## src/rtl/id_stage.sv

```systemverilog
// Decode stage: latches fetched instructions, resolves LA32R branches/jumps,
// kills the wrong-path successor of a taken branch and stalls on load-use hazards.
module id_stage (
    input  logic        clk,
    input  logic        resetn,
    input  logic        fs_to_ds_valid,
    input  logic [63:0] fs_to_ds_bus,
    output logic        ds_allowin,
    output logic [33:0] br_bus,
    output logic [4:0]  rj_addr,
    output logic [4:0]  rkd_addr,
    input  logic [31:0] rj_value,
    input  logic [31:0] rkd_value,
    input  logic        es_load_valid,
    input  logic [4:0]  es_load_dest,
    input  logic        es_allowin,
    output logic        ds_to_es_valid,
    output logic [63:0] ds_to_es_bus
);

    localparam int unsigned XLEN = 32;
    localparam int unsigned OPW  = 6;

    logic            ds_valid;
    logic [XLEN-1:0] ds_pc;
    logic [XLEN-1:0] ds_inst;

    logic [OPW-1:0]  op6;
    logic            is_jirl, is_b, is_bl, is_cond, is_br;
    logic            is_store, is_lu12i, is_3r;
    logic            use_rj, use_rkd;
    logic            hazard, ds_ready_go, taken, br_taken, br_stall;
    logic [XLEN-1:0] offs16, offs26, tgt_base, tgt_offs, br_target;
    logic            eq, lt_s, lt_u;

    // Instruction classification
    assign op6      = ds_inst[31:26];
    assign is_jirl  = (op6 == OPW'(6'h13));
    assign is_b     = (op6 == OPW'(6'h14));
    assign is_bl    = (op6 == OPW'(6'h15));
    assign is_cond  = (op6 >= OPW'(6'h16)) && (op6 <= OPW'(6'h1b));
    assign is_br    = is_jirl | is_b | is_bl | is_cond;
    assign is_store = (ds_inst[31:22] == 10'h0a4) || (ds_inst[31:22] == 10'h0a5)
                   || (ds_inst[31:22] == 10'h0a6);
    assign is_lu12i = (ds_inst[31:25] == 7'h0a);
    assign is_3r    = (ds_inst[31:20] == 12'h001);

    assign rj_addr  = ds_inst[9:5];
    assign rkd_addr = (is_cond | is_store) ? ds_inst[4:0] : ds_inst[14:10];
    assign use_rj   = ~(is_b | is_bl | is_lu12i);
    assign use_rkd  = is_cond | is_store | is_3r;

    // Load-use hazard against execute; r0 is never a real dependency
    assign hazard = ds_valid & es_load_valid & (es_load_dest != 5'd0)
                  & ((use_rj  & (rj_addr  == es_load_dest))
                   | (use_rkd & (rkd_addr == es_load_dest)));

    assign ds_ready_go    = ~hazard;
    assign ds_allowin     = ~ds_valid | (ds_ready_go & es_allowin);
    assign ds_to_es_valid = ds_valid & ds_ready_go;
    assign ds_to_es_bus   = {ds_pc, ds_inst};

    assign offs16 = {{14{ds_inst[25]}}, ds_inst[25:10], 2'b00};
    assign offs26 = {{4{ds_inst[9]}}, ds_inst[9:0], ds_inst[25:10], 2'b00};

    assign eq   = (rj_value == rkd_value);
    assign lt_s = ($signed(rj_value) < $signed(rkd_value));
    assign lt_u = (rj_value < rkd_value);

    // Branch condition
    always_comb begin
        taken = 1'b0;
        case (op6)
            6'h13, 6'h14, 6'h15: taken = 1'b1;
            6'h16:               taken = eq;
            6'h17:               taken = ~eq;
            6'h18:               taken = lt_s;
            6'h19:               taken = ~lt_s;
            6'h1a:               taken = lt_u;
            6'h1b:               taken = ~lt_u;
            default:             taken = 1'b0;
        endcase
    end

    // Target operands
    always_comb begin
        tgt_base = ds_pc;
        tgt_offs = offs16;
        if (is_jirl) begin
            tgt_base = rj_value;
        end else if (is_b | is_bl) begin
            tgt_offs = offs26;
        end
    end

    assign br_stall  = ds_valid & is_br & hazard;
    assign br_taken  = ds_valid & ds_ready_go & es_allowin & is_br & taken;
    assign br_target = br_taken ? XLEN'(tgt_base + tgt_offs) : '0;
    assign br_bus    = {br_stall, br_taken, br_target};

    // Decode register; the successor accepted alongside a taken branch is killed
    always_ff @(posedge clk or negedge resetn) begin
        if (!resetn) begin
            ds_valid <= 1'b0;
            ds_pc    <= '0;
            ds_inst  <= '0;
        end else if (ds_allowin) begin
            ds_valid <= fs_to_ds_valid & ~br_taken;
            if (fs_to_ds_valid) begin
                ds_pc   <= fs_to_ds_bus[63:32];
                ds_inst <= fs_to_ds_bus[31:0];
            end
        end
    end

endmodule

```

## config.mk

```make
export PLATFORM = sky130hd
export DESIGN_NAME = id_stage
export DESIGN_NICKNAME = d
export VERILOG_FILES = /design/src/rtl/id_stage.sv
export SDC_FILE = /design/constraint.sdc
export NUM_CORES = 1
export LEC_CHECK = 0
export CORE_MARGIN = 2
export CORE_UTILIZATION = 37
export DETAILED_ROUTE_END_ITERATION = 7
export GPL_TIMING_DRIVEN = 0
export HOLD_SLACK_MARGIN = 0.15
export PLACE_DENSITY = 0.82
export SYNTH_ARGS = -nofsm -noshare
export SYNTH_HDL_FRONTEND = slang
export SYNTH_SLANG_ARGS = --single-unit
```

## constraint.sdc

```tcl
create_clock -name clk -period 5.1 [get_ports clk]
set_input_delay 0.51 -clock clk [delete_from_list [all_inputs] [get_ports clk]]
set_output_delay 0.51 -clock clk [all_outputs]
set_load 0.02 [all_outputs]
```

==> impl_metrics.env, run 1 <==
export IMPL_status="complete, no violations"
export IMPL_ys_types=61
export IMPL_drtAntennaViolNets=0
export IMPL_ys_seq_area_frac=0.262
export IMPL_portBuffers=247
export IMPL_worst_pin_slew_ps=883
export IMPL_fin_crit_sh=0.979
export IMPL_grt_pass1_vias=6291
export IMPL_cts_path_max_buffers=2
export IMPL_setup_viol=0
export IMPL_rsz0062_at_grt="yes"
export IMPL_die_h_um=134
export IMPL_ios=248
export IMPL_die_x_um=134
export IMPL_stdcell_count=1159
export IMPL_peakVddDrop_uv=178
export IMPL_critPathMaxFanout=6
export IMPL_clk_pin_slew_worst_paths_ps=60
export IMPL_antenna_cells=0
export IMPL_power_frac_comb=0.573
export IMPL_firstDrtPassIters=5
export IMPL_netlist_area_um2=6220
export IMPL_start_util=0.376
export IMPL_clockRootBuffer="clkbuf_16"
export IMPL_p_int_mw=1.92
export IMPL_yosysTopAreaCellShare=0.262
export IMPL_critPathLaunchType="flip-flop"
export IMPL_timing_fmax_mhz=200
export IMPL_synth_edf_count=0
export IMPL_crit_required_ps=4590
export IMPL_sw_frac_of_total=0.410
export IMPL_die_area_um2=17900
export IMPL_cts_buffers=9
export IMPL_avgSynthCellArea_um2=9.58
export IMPL_layout_common_cells="clkdlybuf4s50_1, dfrtp_1, mux2_4"
export IMPL_layout_drive_gt1_share=0.227
export IMPL_routed_wl_mm=23.2
export IMPL_ys_ff_latch=65
export IMPL_core_area_um2=16500
export IMPL_yosys_top_cells_area="dfrtp_1, mux2_4, ha_1, mux2_2, a21o_1"
export IMPL_max_cap_violations=0
export IMPL_power_density_nw_per_um2=331
export IMPL_dr_first_iter_drc_count=447
export IMPL_grt_pass1_wl_mm=34.7
export IMPL_grt_overflow_total=0
export IMPL_finalHoldViolCount=0
export IMPL_synth_nets=849
export IMPL_final_common_cell="clkdlybuf4s50_1"
export IMPL_slew_headroom=0.411
export IMPL_rrSetupSlack_ps=1870
export IMPL_fin_skew_ps=14.0
export IMPL_grt_max_degree=66
export IMPL_dp_hpwl_mm=17.5
export IMPL_place_congestion=0.906
export IMPL_nNetsFinal=1134
export IMPL_power_share_clock=0.201
export IMPL_drc_errors=0
export IMPL_utilization=0.593
export IMPL_row_count=47
export IMPL_ys_async_sr_fraction=1.00
export IMPL_routed_via_density=5.35
export IMPL_syn_to_final_growth_pct=57.6
export IMPL_track_usage=0.253
export IMPL_crit_type="flip-flop to primary output"
export IMPL_critPathArrivalTime_ps=4480
export IMPL_power_leakage_nw=4.48
export IMPL_sequentialPowerShare=0.226
export IMPL_vias=6197
export IMPL_cts_tree="yes"
export IMPL_end_kind="primary output"
export IMPL_fin_crit_ps=4990
export IMPL_synth_top_flop_cell="dfrtp_1"
export IMPL_wl_per_cell_um=20.1
export IMPL_clock_sinks=65
export IMPL_hold_ws_ps=283
export IMPL_clk_latency_ps=350
export IMPL_synthCells=649
export IMPL_synth_area_leader_cell="dfrtp_1"
export IMPL_placed_cells=1116
export IMPL_slew_violations=0
export IMPL_htree_levels=3
export IMPL_min_path_type="primary input to asynchronous set/reset pin"
export IMPL_p_switching_mw=1.33
export IMPL_grt_antenna_before_repair=0
export IMPL_yosys_warnings=0
==> worst max-delay path, cell delays in order (launching register included) <==
cell and delay, ps:
dfrtp_2 440, nand2b_4 170, or2_4 260, nor3_4 210, buf_4 150, buf_4 110, buf_4 100, mux2_2 330
ha_1 310, a211oi_2 250, o21bai_2 140, o2111ai_2 260, a211oi_4 120, o2111ai_4 260, a2111oi_4 110, or4_1 480
a21oi_1 220, buf_2 200
==> Yosys cell counts (3+ instances only) <==
| library cell | instances |
|---|---|
| mux2_1 | 4 |
| nor3_1 | 9 |
| a311oi_1 | 3 |
| nor4_1 | 5 |
| a2111oi_0 | 3 |
| a31oi_1 | 8 |
| a211oi_1 | 4 |
| nand4_1 | 7 |
| nand2b_1 | 8 |
| mux2i_1 | 5 |
| o211ai_1 | 3 |
| buf_4 | 7 |
| ha_1 | 61 |
| inv_1 | 53 |
| nor2b_1 | 9 |
| mux2_2 | 31 |
| dfrtp_1 | 65 |
| a21o_1 | 31 |
| o2111ai_1 | 5 |
| o21ai_0 | 24 |
| buf_6 | 8 |
| clkbuf_1 | 15 |
| nor3b_1 | 5 |
| nand2_1 | 37 |
| nand3_1 | 15 |
| xor2_1 | 14 |
| nor2_1 | 42 |
| and3_1 | 3 |
| xnor2_1 | 17 |
| o22ai_1 | 3 |
| and2_1 | 3 |
| a21oi_1 | 43 |
| mux2_4 | 61 |
==> flip-flops by register name, indices dropped and copies added, names as in the netlist <==
name,count
ds_pc,32
ds_valid,1
ds_inst,32
==> layer usage <==
| metal | wire length (µm) | vias up | share of wire | global-route usage |
|---|---|---|---|---|
| li1 | - | 2917 | - | - |
| met1 | 10200 | 2974 | 0.44 | 0.332 |
| met2 | 11000 | 251 | 0.47 | 0.418 |
| met3 | 1210 | 55 | 0.052 | 0.0400 |
| met4 | 849 | 0 | 0.037 | 0.0999 |
| met5 | 0 | - | 0 | 0 |
==> cells by family (layout without fill, tap and decap cells) <==
kind of cell,count (synthesis),in the layout,share of synthesized area
buf+inv,83,373,0.0640
simple gates,160,160,0.131
compound gates,147,147,0.155
flops,65,65,0.262
fa+ha+maj,62,62,0.126
xor+xnor,31,31,0.0437
mux,101,101,0.219
==> what timing repair did <==
action	CTS	global route
gates resized for setup	75	47
setup endpoints to repair	33	24
pin swaps	7	11
hold buffers	0	0
buffers inserted	27	3
==> final cells by class <==
cell class / count / area [µm²]
plain buffers: 27 / 225
clock buffers: 12 / 246
clock inverters: 4 / 52.6
fillers: 1384 / 6730
inverters: 53 / 199
multi-input cells: 501 / 4480
flip-flops and latches: 65 / 1630
well taps: 220 / 275
repair buffers: 277 / 2690
==> per-stage QoR <==
| stage | setup TNS, ps | power, mW | worst slack (ps) | area (µm²) |
|---|---|---|---|---|
| 2_1_floorplan | 0 | 1.80 | 102 | 6220 |
| 3_3_place_gp | -34490 | 2.39 | -1490 | 8970 |
| 3_5_place_dp | -35120 | 2.40 | -1520 | 8970 |
| 4_1_cts | -124 | 3.14 | -115 | 9630 |
| 5_1_grt | -53.0 | 3.43 | -47.8 | 9800 |
| 6_report | 0 | 3.25 | 110 | 9800 |
==> power groups by stage <==
stage          registers (mW)  logic [mW]  clock network [mW]
6_report                0.733        1.86               0.653
2_1_floorplan           0.800        1.00                   0
3_5_place_dp            0.732        1.67                   0
5_1_grt                 0.746        2.00               0.685
4_1_cts                 0.728        1.75               0.661
3_3_place_gp            0.728        1.66                   0
==> path summary, 6_finish.rpt <==
path	cells past startpoint	endpoint	from
worst min register to register	1	ds_pc[25]	ds_pc[25]
worst max-delay path	17	br_bus[31]	ds_inst[31]
worst max register to register	10	ds_pc[18]	ds_inst[22]
worst min-delay path	1	ds_pc[5]	resetn
min in group clk	1	ds_pc[25]	ds_pc[25]
max in group asynchronous	1	ds_inst[31]	resetn
(Power assumes the default switching activity.)
==> inputs of run 2 (changes only) <==
--- a/config.mk
+++ b/config.mk
@@ -9,7 +9,7 @@
 export CORE_UTILIZATION = 37
 export DETAILED_ROUTE_END_ITERATION = 7
 export GPL_TIMING_DRIVEN = 0
-export HOLD_SLACK_MARGIN = 0.15
+export HOLD_SLACK_MARGIN = 0.02
 export PLACE_DENSITY = 0.82
 export SYNTH_ARGS = -nofsm -noshare
 export SYNTH_HDL_FRONTEND = slang
==> constraint.sdc (replaced) <==
create_clock -name clk -period 5.1 [get_ports clk]
set_input_delay 1.02 -clock clk [delete_from_list [all_inputs] [get_ports clk]]
set_output_delay 1.02 -clock clk [all_outputs]
set_load 0.02 [all_outputs]
==> run 2 against run 1 <==
Against the previous run:
- the flow now finishes with violations (setup timing)
- critical path type unchanged
- core utilization grew 4.1 points
- clock power shrank 5.8%
- worst setup slack lost 300 ps
- sequential cell count is the same
- routed wire length grew 5.6%
- die area is the same
- critical endpoint unchanged
- largest cell class unchanged
- register-to-register slack gained 40 ps
==> impl_metrics.env, run 2 (same netlist as run 1, synthesis figures left out) <==
export IMPL_layout_drive_gt1_share=0.343
export IMPL_clockRootBuffer="clkbuf_16"
export IMPL_htree_levels=3
export IMPL_power_density_nw_per_um2=329
export IMPL_crit_type="flip-flop to primary output"
export IMPL_core_area_um2=16500
export IMPL_peakVddDrop_uv=163
export IMPL_rr_startpoint="ds_inst[22]"
export IMPL_cts_path_max_buffers=2
export IMPL_rrSetupSlack_ps=1910
export IMPL_grt_antenna_before_repair=2
export IMPL_place_ws_ps=-2210
export IMPL_failed_checks="setup timing"
export IMPL_critPathMaxFanout=5
export IMPL_die_area_um2=17900
export IMPL_drc_errors=0
export IMPL_slew_violations=0
export IMPL_fin_crit_ps=5300
export IMPL_power_mw=3.45
export IMPL_ios=248
export IMPL_crit_required_ps=4080
export IMPL_syn_to_final_growth_pct=68.5
export IMPL_clock_sinks=65
export IMPL_min_from="ds_pc[25]"
export IMPL_slew_headroom=0.400
export IMPL_finalHoldViolCount=0
export IMPL_start_util=0.376
export IMPL_grt_pass1_vias=6366
export IMPL_multi_input_area_um2=5010
export IMPL_critPathLaunchType="flip-flop"
export IMPL_fillers=1264
export IMPL_die_h_um=134
export IMPL_die_x_um=134
export IMPL_cts_hold_buf=0
export IMPL_grt_overflow_total=0
export IMPL_portBuffers=247
export IMPL_power_leakage_nw=4.70
export IMPL_cts_buffers=9
export IMPL_fin_ws_ps=-195
export IMPL_dr_first_iter_drc_count=442
export IMPL_row_count=47
export IMPL_status="complete, but fails checks"
export IMPL_whs_path_depth=1
export IMPL_drtAntennaViolNets=0
export IMPL_min_path_type="flip-flop to flip-flop"
export IMPL_max_cap_violations=0
export IMPL_clk_pin_slew_worst_paths_ps=60
export IMPL_dp_hpwl_mm=17.2
export IMPL_regArea_um2=1630
export IMPL_final_common_cell="clkdlybuf4s50_1"
export IMPL_grt_pass1_wl_mm=35.1
export IMPL_setup_viol=6
export IMPL_track_usage=0.256
export IMPL_reg_top3="ds_inst x32, ds_pc x32, ds_valid x1"
export IMPL_fin_skew_ps=11.8
export IMPL_cts_tree="yes"
export IMPL_rsz0062_at_grt="yes"
export IMPL_firstDrtPassIters=5
export IMPL_nNetsFinal=1151
export IMPL_critPathArrivalTime_ps=4280
export IMPL_clk_latency_ps=350
export IMPL_layout_common_cells="clkdlybuf4s50_1, mux2_4, dfrtp_1"
export IMPL_ff2ff_path_depth=10
export IMPL_finalSetupTns_ps=-452
export IMPL_place_congestion=0.900
export IMPL_worst_pin_slew_ps=900
export IMPL_wl_per_cell_um=20.8
export IMPL_vias=6484
export IMPL_timing_fmax_mhz=189
export IMPL_routed_wl_mm=24.5
export IMPL_startpoint="ds_inst[30]"
export IMPL_fin_crit_sh=1.04
export IMPL_grt_max_degree=66
export IMPL_routed_via_density=5.50
export IMPL_end_kind="primary output"
==> run 2: cell types whose count changed in the layout (fill, tap and decap cells not counted), sizes merged <==
cell,before,now
diode,0,2
dlymetal6s2s,4,9
dlygate4sd2,4,5
clkbuf,23,22
clkdlybuf4s50,229,188
clkinvlp,0,4
bufinv,1,0
clkinv,3,2
buf,56,99
clkdlybuf4s15,0,8
==> run 2: power by group <==
| group | internal [mW] | switching (mW) |
|---|---|---|
| clock | 0.342 | 0.272 |
| combinational | 1.06 | 1.03 |
| sequential | 0.605 | 0.138 |
| total | 2.01 | 1.44 |
==> run 2: final cells by class <==
cell class / instances / share of cell area
Antenna cell: 2 / 0.000478
Buffer: 23 / 0.0248
Clock buffer: 10 / 0.0228
Clock inverter: 6 / 0.00418
Inverter: 53 / 0.0190
Multi-Input combinational cell: 501 / 0.479
Sequential cell: 65 / 0.156
Tap cell: 220 / 0.0263
Timing Repair Buffer: 298 / 0.268
==> run 2: timing repair <==
| action | CTS | global route |
|---|---|---|
| gates resized for setup | 269 | 102 |
| pin swaps | 34 | 50 |
| buffers inserted | 33 | 17 |
| endpoints found under the setup margin | 33 | 33 |
| cloned | 0 | 2 |
==> run 2: critical path, cell delays in order, from the launching register on <==
cell and delay [ps]:
dfrtp_2 480, nand2b_4 70, or2_4 240, nor3_4 170, buf_6 140, buf_4 120, buf_6 120, mux2_4 320
ha_4 160, a21o_1 180, o21bai_4 190, o2111ai_4 230, a211oi_2 100, buf_4 170, o2111ai_4 250, a2111oi_4 120
or4_4 540, a21oi_4 180, buf_6 140
==> run 2: path summary, 6_finish.rpt <==
path	to
setup / recovery	br_bus[31]
hold / removal	ds_pc[25]
setup reg to reg	ds_inst[1]
hold reg to reg	ds_pc[25]
max in group asynchronous	ds_inst[31]
min in group asynchronous	ds_inst[7]
==> run 2: per-layer routing <==
layer,part of all wire,global-route usage,wire (µm),vias to the layer above
li1,-,-,-,2973
met1,0.40,0.304,9890,3124
met2,0.50,0.446,12300,315
met3,0.062,0.0544,1530,72
met4,0.033,0.110,808,0
met5,0,0,0,-
==> run 2: stage by stage <==
step	utilization	cells	area (µm²)	hold slack, ps
floorplan	-	649	6260	546
global placement	0.545	1116	9010	501
detailed placement	0.545	1116	9000	521
CTS	0.607	1162	10000	535
global route	0.634	1178	10500	544
finish	0.634	1178	10500	533
==> inputs of run 3 (changes only) <==
--- a/config.mk
+++ b/config.mk
@@ -7,6 +7,7 @@
 export LEC_CHECK = 0
 export CORE_MARGIN = 2
 export CORE_UTILIZATION = 37
+export CTS_CLUSTER_DIAMETER = 50
 export DETAILED_ROUTE_END_ITERATION = 7
 export GPL_TIMING_DRIVEN = 0
 export HOLD_SLACK_MARGIN = 0.02
==> results of run 3 <==
Same layout as run 2: the final DEF is identical, and so are final timing and power.
